<file path="config.mk">
export PLATFORM = sky130hd
export DESIGN_NAME = shift_sequencer
export DESIGN_NICKNAME = d
export VERILOG_FILES = /design/src/rtl/shift_sequencer_pkg.sv /design/src/rtl/shift_sequencer_barrel_shifter_8bit.sv /design/src/rtl/shift_sequencer.sv
export SDC_FILE = /design/constraint.sdc
export NUM_CORES = 1
export LEC_CHECK = 0
export BUFFER_PORTS_ARGS = -buffer_cell sky130_fd_sc_hd__buf_2
export CORE_UTILIZATION = 38
export DETAILED_ROUTE_END_ITERATION = 16
export HOLD_SLACK_MARGIN = 0.15
export SLEW_MARGIN = 25
export SYNTH_ARGS = -nofsm -noshare
export SYNTH_HDL_FRONTEND = slang
export SYNTH_SLANG_ARGS = --single-unit
export TNS_END_PERCENT = 50
</file>
<file path="constraint.sdc">
create_clock -name clk -period 1.89 [get_ports clk]
set_input_delay 0.378 -clock clk [delete_from_list [all_inputs] [get_ports clk]]
set_output_delay 0.378 -clock clk [all_outputs]
set_load 0.02 [all_outputs]
</file>
<file path="src/rtl/shift_sequencer_pkg.sv">
// Shared types and constants for the shift sequencer: FSM states, per-pass
// shift limit and operand width.
package shift_pkg;

  typedef enum logic [1:0] {
    IDLE  = 2'd0,
    SHIFT = 2'd1,
    HOLD  = 2'd2
  } state_t;

  localparam int unsigned MAX_PASS = 7;
  localparam int unsigned WORD_W   = 8;

endpackage

</file>
<file path="src/rtl/shift_sequencer_barrel_shifter_8bit.sv">
// 8-bit logical right barrel shifter, 0..7 positions, built as three
// power-of-two stages selected by the ctrl bits.
module barrel_shifter_8bit
  import shift_pkg::*;
(
  input  logic [WORD_W-1:0] data,
  input  logic [2:0]        ctrl,
  output logic [WORD_W-1:0] result
);

  logic [WORD_W-1:0] stage1;
  logic [WORD_W-1:0] stage2;

  always_comb begin
    stage1 = ctrl[0] ? (data >> 1)   : data;
    stage2 = ctrl[1] ? (stage1 >> 2) : stage1;
    result = ctrl[2] ? (stage2 >> 4) : stage2;
  end

endmodule

</file>
<file path="src/rtl/shift_sequencer.sv">
// Multi-pass logical right shifter: large shift amounts are split into passes
// of at most MAX_PASS through one 8-bit barrel shifter. Define SHIFT_STICKY_EN
// to add the out_sticky output (OR of all bits shifted out).
module shift_sequencer
  import shift_pkg::*;
#(
  parameter int unsigned AMT_W = 5
) (
  input  logic              clk,
  input  logic              rst,
  input  logic              in_valid,
  output logic              in_ready,
  input  logic [WORD_W-1:0] in_data,
  input  logic [AMT_W-1:0]  in_amt,
  output logic              out_valid,
  input  logic              out_ready,
  output logic [WORD_W-1:0] out_data,
  output logic              busy
`ifdef SHIFT_STICKY_EN
  ,
  output logic              out_sticky
`endif
);

  state_t            state;
  logic [WORD_W-1:0] data_q;
  logic [AMT_W-1:0]  rem;
  logic [2:0]        pass;
  logic [AMT_W-1:0]  rem_next;
  logic [WORD_W-1:0] shifted;

  always_comb begin
    pass     = (rem > AMT_W'(MAX_PASS)) ? 3'(MAX_PASS) : rem[2:0];
    rem_next = rem - AMT_W'(pass);
  end

  barrel_shifter_8bit u_shifter (
    .data   (data_q),
    .ctrl   (pass),
    .result (shifted)
  );

`ifdef SHIFT_STICKY_EN
  logic              sticky;
  logic [WORD_W-1:0] lost_mask;

  // Low 'pass' bits of the data register are the ones this pass discards.
  always_comb begin
    lost_mask = (WORD_W'(1) << pass) - WORD_W'(1);
  end

  assign out_sticky = sticky;
`endif

  assign out_data = data_q;

  always_ff @(posedge clk or posedge rst) begin
    if (rst) begin
      state     <= IDLE;
      data_q    <= '0;
      rem       <= '0;
      out_valid <= 1'b0;
      busy      <= 1'b0;
      in_ready  <= 1'b1;
`ifdef SHIFT_STICKY_EN
      sticky    <= 1'b0;
`endif
    end else begin
      case (state)
        IDLE: begin
          if (in_valid) begin
            data_q   <= in_data;
            rem      <= in_amt;
            state    <= SHIFT;
            in_ready <= 1'b0;
            busy     <= 1'b1;
`ifdef SHIFT_STICKY_EN
            sticky   <= 1'b0;
`endif
          end
        end
        SHIFT: begin
          data_q <= shifted;
          rem    <= rem_next;
`ifdef SHIFT_STICKY_EN
          sticky <= sticky | (|(data_q & lost_mask));
`endif
          if (rem_next == '0) begin
            state     <= HOLD;
            out_valid <= 1'b1;
          end
        end
        HOLD: begin
          if (out_ready) begin
            state     <= IDLE;
            out_valid <= 1'b0;
            busy      <= 1'b0;
            in_ready  <= 1'b1;
          end
        end
        default: begin
          state     <= IDLE;
          out_valid <= 1'b0;
          busy      <= 1'b0;
          in_ready  <= 1'b1;
        end
      endcase
    end
  end

endmodule
</file>
==> flow_summary.toml, run 1 <==
[synth]
synth_ff_type = "dfrtp_1"
yosysWarningCount = 0
synth_cell_types = 42
synth-seq-cells = 18
syn_inst = 151
synth_top_area_share_pct = 33.8
synth_area_um2 = 1260
ys_top_cells_by_area = "dfrtp_1 34%, a21oi_1 5.2%, nor2_1 4.2%, inv_1 3.6%, nand2_1 3.6%"
yosysTopAreaCell = "dfrtp_1"
syn_nets = 169
async_flop_share_pct = 100
synth-edff-count = 0
avgSynthCellArea_um2 = 8.33
synth-seq-area-share_pct = 35.9

[flow_run]
max_cap_viol_count = 0

[finish]
final_cells = 225
fill_cells = 316
fin_nets = 200
n_antenna_cell = 0
layout-drive-gt1-share_pct = 26.0
area_growth_pct = 18.6

[cts]
cts_num_sinks = 18
clock_latency_ns = 0.30
cts_resized = 0
holdBufCountCts = 0
clk_pin_slew_ns = 0.12
postCtsSetupBuffers = 0
cts-buffers-inserted = 3
clockBufferDepth = 2
cts_tree = "yes"
htree_levels = 1
cts_root_buf = "clkbuf_4"

[critical_path]
critical_path_class = "flop to flop"
cp-end-kind = "flop"
required_ns = 2.12
start_kind = "flop"
cp.arrival_ns = 1.97
path_max_fanout = 14

[global_routing]
grt_pass1_vias = 1172
grt_max_degree = 19
grt_pass1_wl_mm = 5.24
gr-usage-all-layers_pct = 20.0
antenna_found_initial = 0
overflow = 0

[route]
drtIter0Drc = 61
wl_mm = 3.24
antenna_left = 0
vias = 1269
wire_per_inst_um = 14.4
first_pass_iters = 4
drc = 0
vias_per_cell = 5.64

[timing]
setup_viol_count_final = 0
drv_slew = 0
final.period_utilization_pct = 92.1
min_period_ns = 1.74
relSlewSlack_pct = 52.2
fmax_mhz = 575
fin_setup_tns_ns = 0
finalHoldViolCount = 0
worstMarginPinSlew_ns = 0.716
finClkSkew_ns = 0.00910
rsz0062_at_grt = "no"

[power]
p_leak_uw = 0.000688
peakVddDrop_mv = 0.933
total_power_uw = 2700
powerDensity_nw_per_um2 = 1810

[die]
rows = 20
initial_core_util_pct = 40.5
die_w_um = 59.5
die_area_um2 = 3540
fp.coreArea_um2 = 3100
ios = 28
die_h_um = 59.5

[outcome]
outcome = "completed"

[placement]
placed_cells = 221
gp_congestion = 0.902
port_buffers = 27
hpwl_mm = 2.44

[hold_path]
hold_path.class = "input pin to asynchronous set/reset pin"
-- per-layer routing --
metal | part of all wire (%) | routed length, um | global-route usage, % | vias to the layer above
met5 | 0 | 0 | 0 | -
met4 | 0.90 | 29 | 8.97 | 0
met3 | 6.2 | 199 | 4.37 | 4
met1 | 46 | 1480 | 26.1 | 606
met2 | 47 | 1530 | 31.5 | 48
li1 | - | - | - | 611
-- cell type report --
type / instances / area, um^2 / area share (%)
timing repair buffer: 38 / 218 / 14.6
sequential: 18 / 452 / 30.3
clock buffer: 4 / 36.3 / 2.43
tap: 44 / 55.1 / 3.69
inverter: 12 / 45.0 / 3.02
multi-input combinational: 109 / 686 / 46.0
-- power breakdown --
group	internal [uW]	switching, uW	total, uW
clock network	117	128	245
logic	720	914	1630
registers	571	247	818
-- flip-flops by register name (all words and copies together), names as in the netlist --
| register | count |
|---|---|
| out_valid | 1 |
| out_data | 8 |
| rem | 5 |
| state | 2 |
| in_ready | 1 |
| busy | 1 |
-- worst max-delay path: stages, from the launching register on --
cell and delay [ns]:
dfrtp_1 0.39, buf_4 0.18, nor2_1 0.25, a21oi_1 0.12, or4_1 0.52, a32oi_1 0.20
-- cells in the final DEF, fill, tap and decap left out, types with 2 or more instances in the layout --
cell type | Yosys | layout
clkbuf_4 | 0 | 3
nor2_1 | 14 | 14
a21oi_1 | 13 | 13
or4_1 | 3 | 3
dfrtp_1 | 17 | 17
nand4_1 | 3 | 3
a221oi_1 | 3 | 3
buf_4 | 1 | 11
o221ai_1 | 3 | 3
inv_1 | 12 | 12
a21o_1 | 3 | 3
a211oi_1 | 2 | 2
nand2_1 | 12 | 12
a31oi_1 | 7 | 7
nand2b_1 | 5 | 5
or2b_1 | 2 | 2
mux2i_1 | 3 | 3
a32oi_1 | 2 | 2
nor2b_1 | 3 | 3
mux2_2 | 2 | 2
or3_1 | 2 | 2
buf_2 | 3 | 27
nor4_1 | 2 | 2
o21ai_0 | 7 | 7
o22ai_1 | 3 | 3
-- cell usage after synthesis (2+ instances only) --
master    count
dfrtp_1      17
a211oi_1      2
mux2_2        2
nand4_1       3
or2b_1        2
mux2i_1       3
a221oi_1      3
clkbuf_1      5
o21ai_0       7
nor2b_1       3
nand2b_1      5
a32oi_1       2
or3_1         2
o221ai_1      3
nand2_1      12
or4_1         3
o22ai_1       3
nor4_1        2
nor2_1       14
a31oi_1       7
buf_6         3
inv_1        12
buf_2         3
a21o_1        3
a21oi_1      13
-- metrics by stage --
step / util [%] / hold slack [ns] / worst slack (ns) / area (um^2)
2_1_floorplan: - / 0.316 / 0.173 / 1260
3_3_place_gp: 46.9 / 0.450 / 0.235 / 1460
3_5_place_dp: 46.9 / 0.452 / 0.190 / 1460
4_1_cts: 48.1 / 0.207 / 0.143 / 1490
5_1_grt: 48.1 / 0.220 / 0.00961 / 1490
6_report: 48.1 / 0.176 / 0.150 / 1490
-- worst paths after layout --
path | endpoint | slack [ns] | cells after the start | from
max in group asynchronous | out_valid | 1.26 | 2 | rst
worst min register to register | in_ready | 0.47 | 2 | in_ready
worst max-delay path | out_data[2] | 0.15 | 5 | rem[3]
min in group clk | out_data[7] | 0.33 | 3 | in_data[7]
worst max register to register | out_data[2] | 0.15 | 5 | rem[3]
worst min-delay path | state[0] | 0.18 | 2 | rst
-- cell families (layout without fill, tap and decap cells) --
logic type / after synthesis / count (layout) / synth area share, %
xor+xnor: 1 / 1 / 0.697
simple gates: 51 / 51 / 22.0
buf+inv: 24 / 54 / 9.55
mux: 5 / 5 / 4.18
compound gates: 51 / 51 / 26.7
flops: 18 / 18 / 35.9
fa+ha+maj: 1 / 1 / 0.995
No activity file was read; power rests on OpenSTA's default activity.
==> run 2, diff against run 1 <==
ABC_CLOCK_PERIOD_IN_PS = 1890   (was default)
CORE_UTILIZATION = 40   (was 38)
==> run 2 against run 1 <==
Net effect:
- worst hold slack got worse by 0.017 ns
- largest power group unchanged
- clock power grew 3%
- design area did not move
- highest routed layer unchanged
- the flow now finishes with violations (design-rule violations)
- clock skew decreased by 0.0043 ns
- via count decreased by 3.5%
- combinational power grew 4%
- die area decreased by 4.8%
- sequential power decreased by 4.4%
- critical path type unchanged
- clock-buffer cell count is the same
==> flow_summary.toml, run 2 (synthesis results as in run 1) <==
[route]
routed.top_layer = "met4"
drtIter0Drc = 73
wl_mm = 3.26
drt-met1-wl_mm = 1.45
wl_met2_mm = 1.57
first_pass_iters = 10
vias_per_cell = 5.49
antenna_left = 0
wire_per_inst_um = 14.6
drc = 1
vias = 1225
dr_wl_met3_um = 172

[cts]
holdBufCountCts = 0
cts_num_sinks = 18
htree_levels = 1
cts-buffers-inserted = 3
cts_tree = "yes"
clockBufferDepth = 2
clock_latency_ns = 0.31
cts_root_buf = "clkbuf_4"
clk_pin_slew_ns = 0.12

[power]
peakVddDrop_mv = 0.882
p_leak_uw = 0.000686
powerDensity_nw_per_um2 = 1830

[die]
rows = 19
die_area_um2 = 3370
die_w_um = 58.1
ios = 28
fp.coreArea_um2 = 2880
initial_core_util_pct = 43.7
die_h_um = 58.1

[finish]
fill_cells = 281
fin_nets = 200
area_growth_pct = 18.6
final_cells = 223
final_common_cell = "buf_2"
layout-drive-gt1-share_pct = 26.5
final_util_pct = 51.8
largest_register_ffs = 8
final_cell_mix = "27 x buf_2, 17 x dfrtp_1, 14 x nor2_1"
n_antenna_cell = 0

[timing]
min_period_ns = 1.72
drv_slew = 0
fin_setup_tns_ns = 0
worstMarginPinSlew_ns = 0.695
setup_viol_count_final = 0
fin_hold_ws_ns = 0.158
rsz0062_at_grt = "no"
relSlewSlack_pct = 53.6
finClkSkew_ns = 0.00475
final.period_utilization_pct = 91.2
finalHoldViolCount = 0
fmax_mhz = 580

[global_routing]
grt_pass1_vias = 1146
antenna_found_initial = 0
grt_max_degree = 19
overflow = 0
gr-usage-all-layers_pct = 21.1
grt_pass1_wl_mm = 5.39

[outcome]
outcome = "finished with violations"
violations = "design-rule violations"

[critical_path]
timing.critical_path.buf_inv = 0
path_max_fanout = 7
cpPeakStageDelay_ns = 0.39
crit_slowest_cell = "dfrtp_1"
crit_chain = "or2_1 -> or2b_1 -> ha_2 -> nand2_1 -> a211oi_1 -> a21o_1"
cp-end-kind = "flop"
critical_path_class = "flop to flop"
cp.arrival_ns = 1.98
start_kind = "flop"
critical-path-top-delay-family = "simple AND/OR/NAND/NOR gates"
required_ns = 2.14

[flow_run]
max_cap_viol_count = 0

[placement]
placed_cells = 219
gp_congestion = 0.904
hpwl_mm = 2.42
port_buffers = 27

[hold_path]
hold_path.class = "input pin to asynchronous set/reset pin"
[run 2: what timing repair did]
| action | CTS | global route |
|---|---|---|
| setup buffers | 0 | 0 |
| setup endpoints to repair | 0 | 1 |
| resized for setup | 0 | 1 |
[run 2: path summary, 6_finish.rpt]
kind                            start           to  slack (ns)  depth (start not counted)
min in group clk           in_data[7]  out_data[7]        0.31                          3
hold / removal                    rst  out_data[2]        0.16                          2
setup / recovery               rem[3]     state[1]        0.17                          6
setup reg to reg               rem[3]     state[1]        0.17                          6
hold reg to reg                  busy         busy        0.50                          1
max in group asynchronous         rst     state[0]        1.29                          2
[run 2: metal layers]
metal  track usage, %  up-vias
li1                 -      609
met1             29.1      565
met2             30.7       43
met3             4.69        8
met4             10.9        0
met5                0        -
[run 2: area by class of cell]
type | instances | area, um^2 | area share, %
inverter | 12 | 45.0 | 3.02
multi-input combinational | 109 | 688 | 46.1
sequential | 18 | 452 | 30.3
timing repair buffer | 38 | 218 | 14.6
clock buffer | 4 | 36.3 | 2.43
tap | 42 | 52.6 | 3.52
[run 2: per-stage QoR]
step	total power, uW	area, um^2	setup WS, ns
floorplan	2000	1260	0.173
global placement	2430	1450	0.187
detailed placement	2450	1450	0.163
CTS	2700	1490	0.135
global route	2970	1490	0.0370
finish	2730	1490	0.166
[run 2: report_power, final]
part	switching, uW	internal [uW]
combinational	959	733
sequential	211	572
clock	135	118
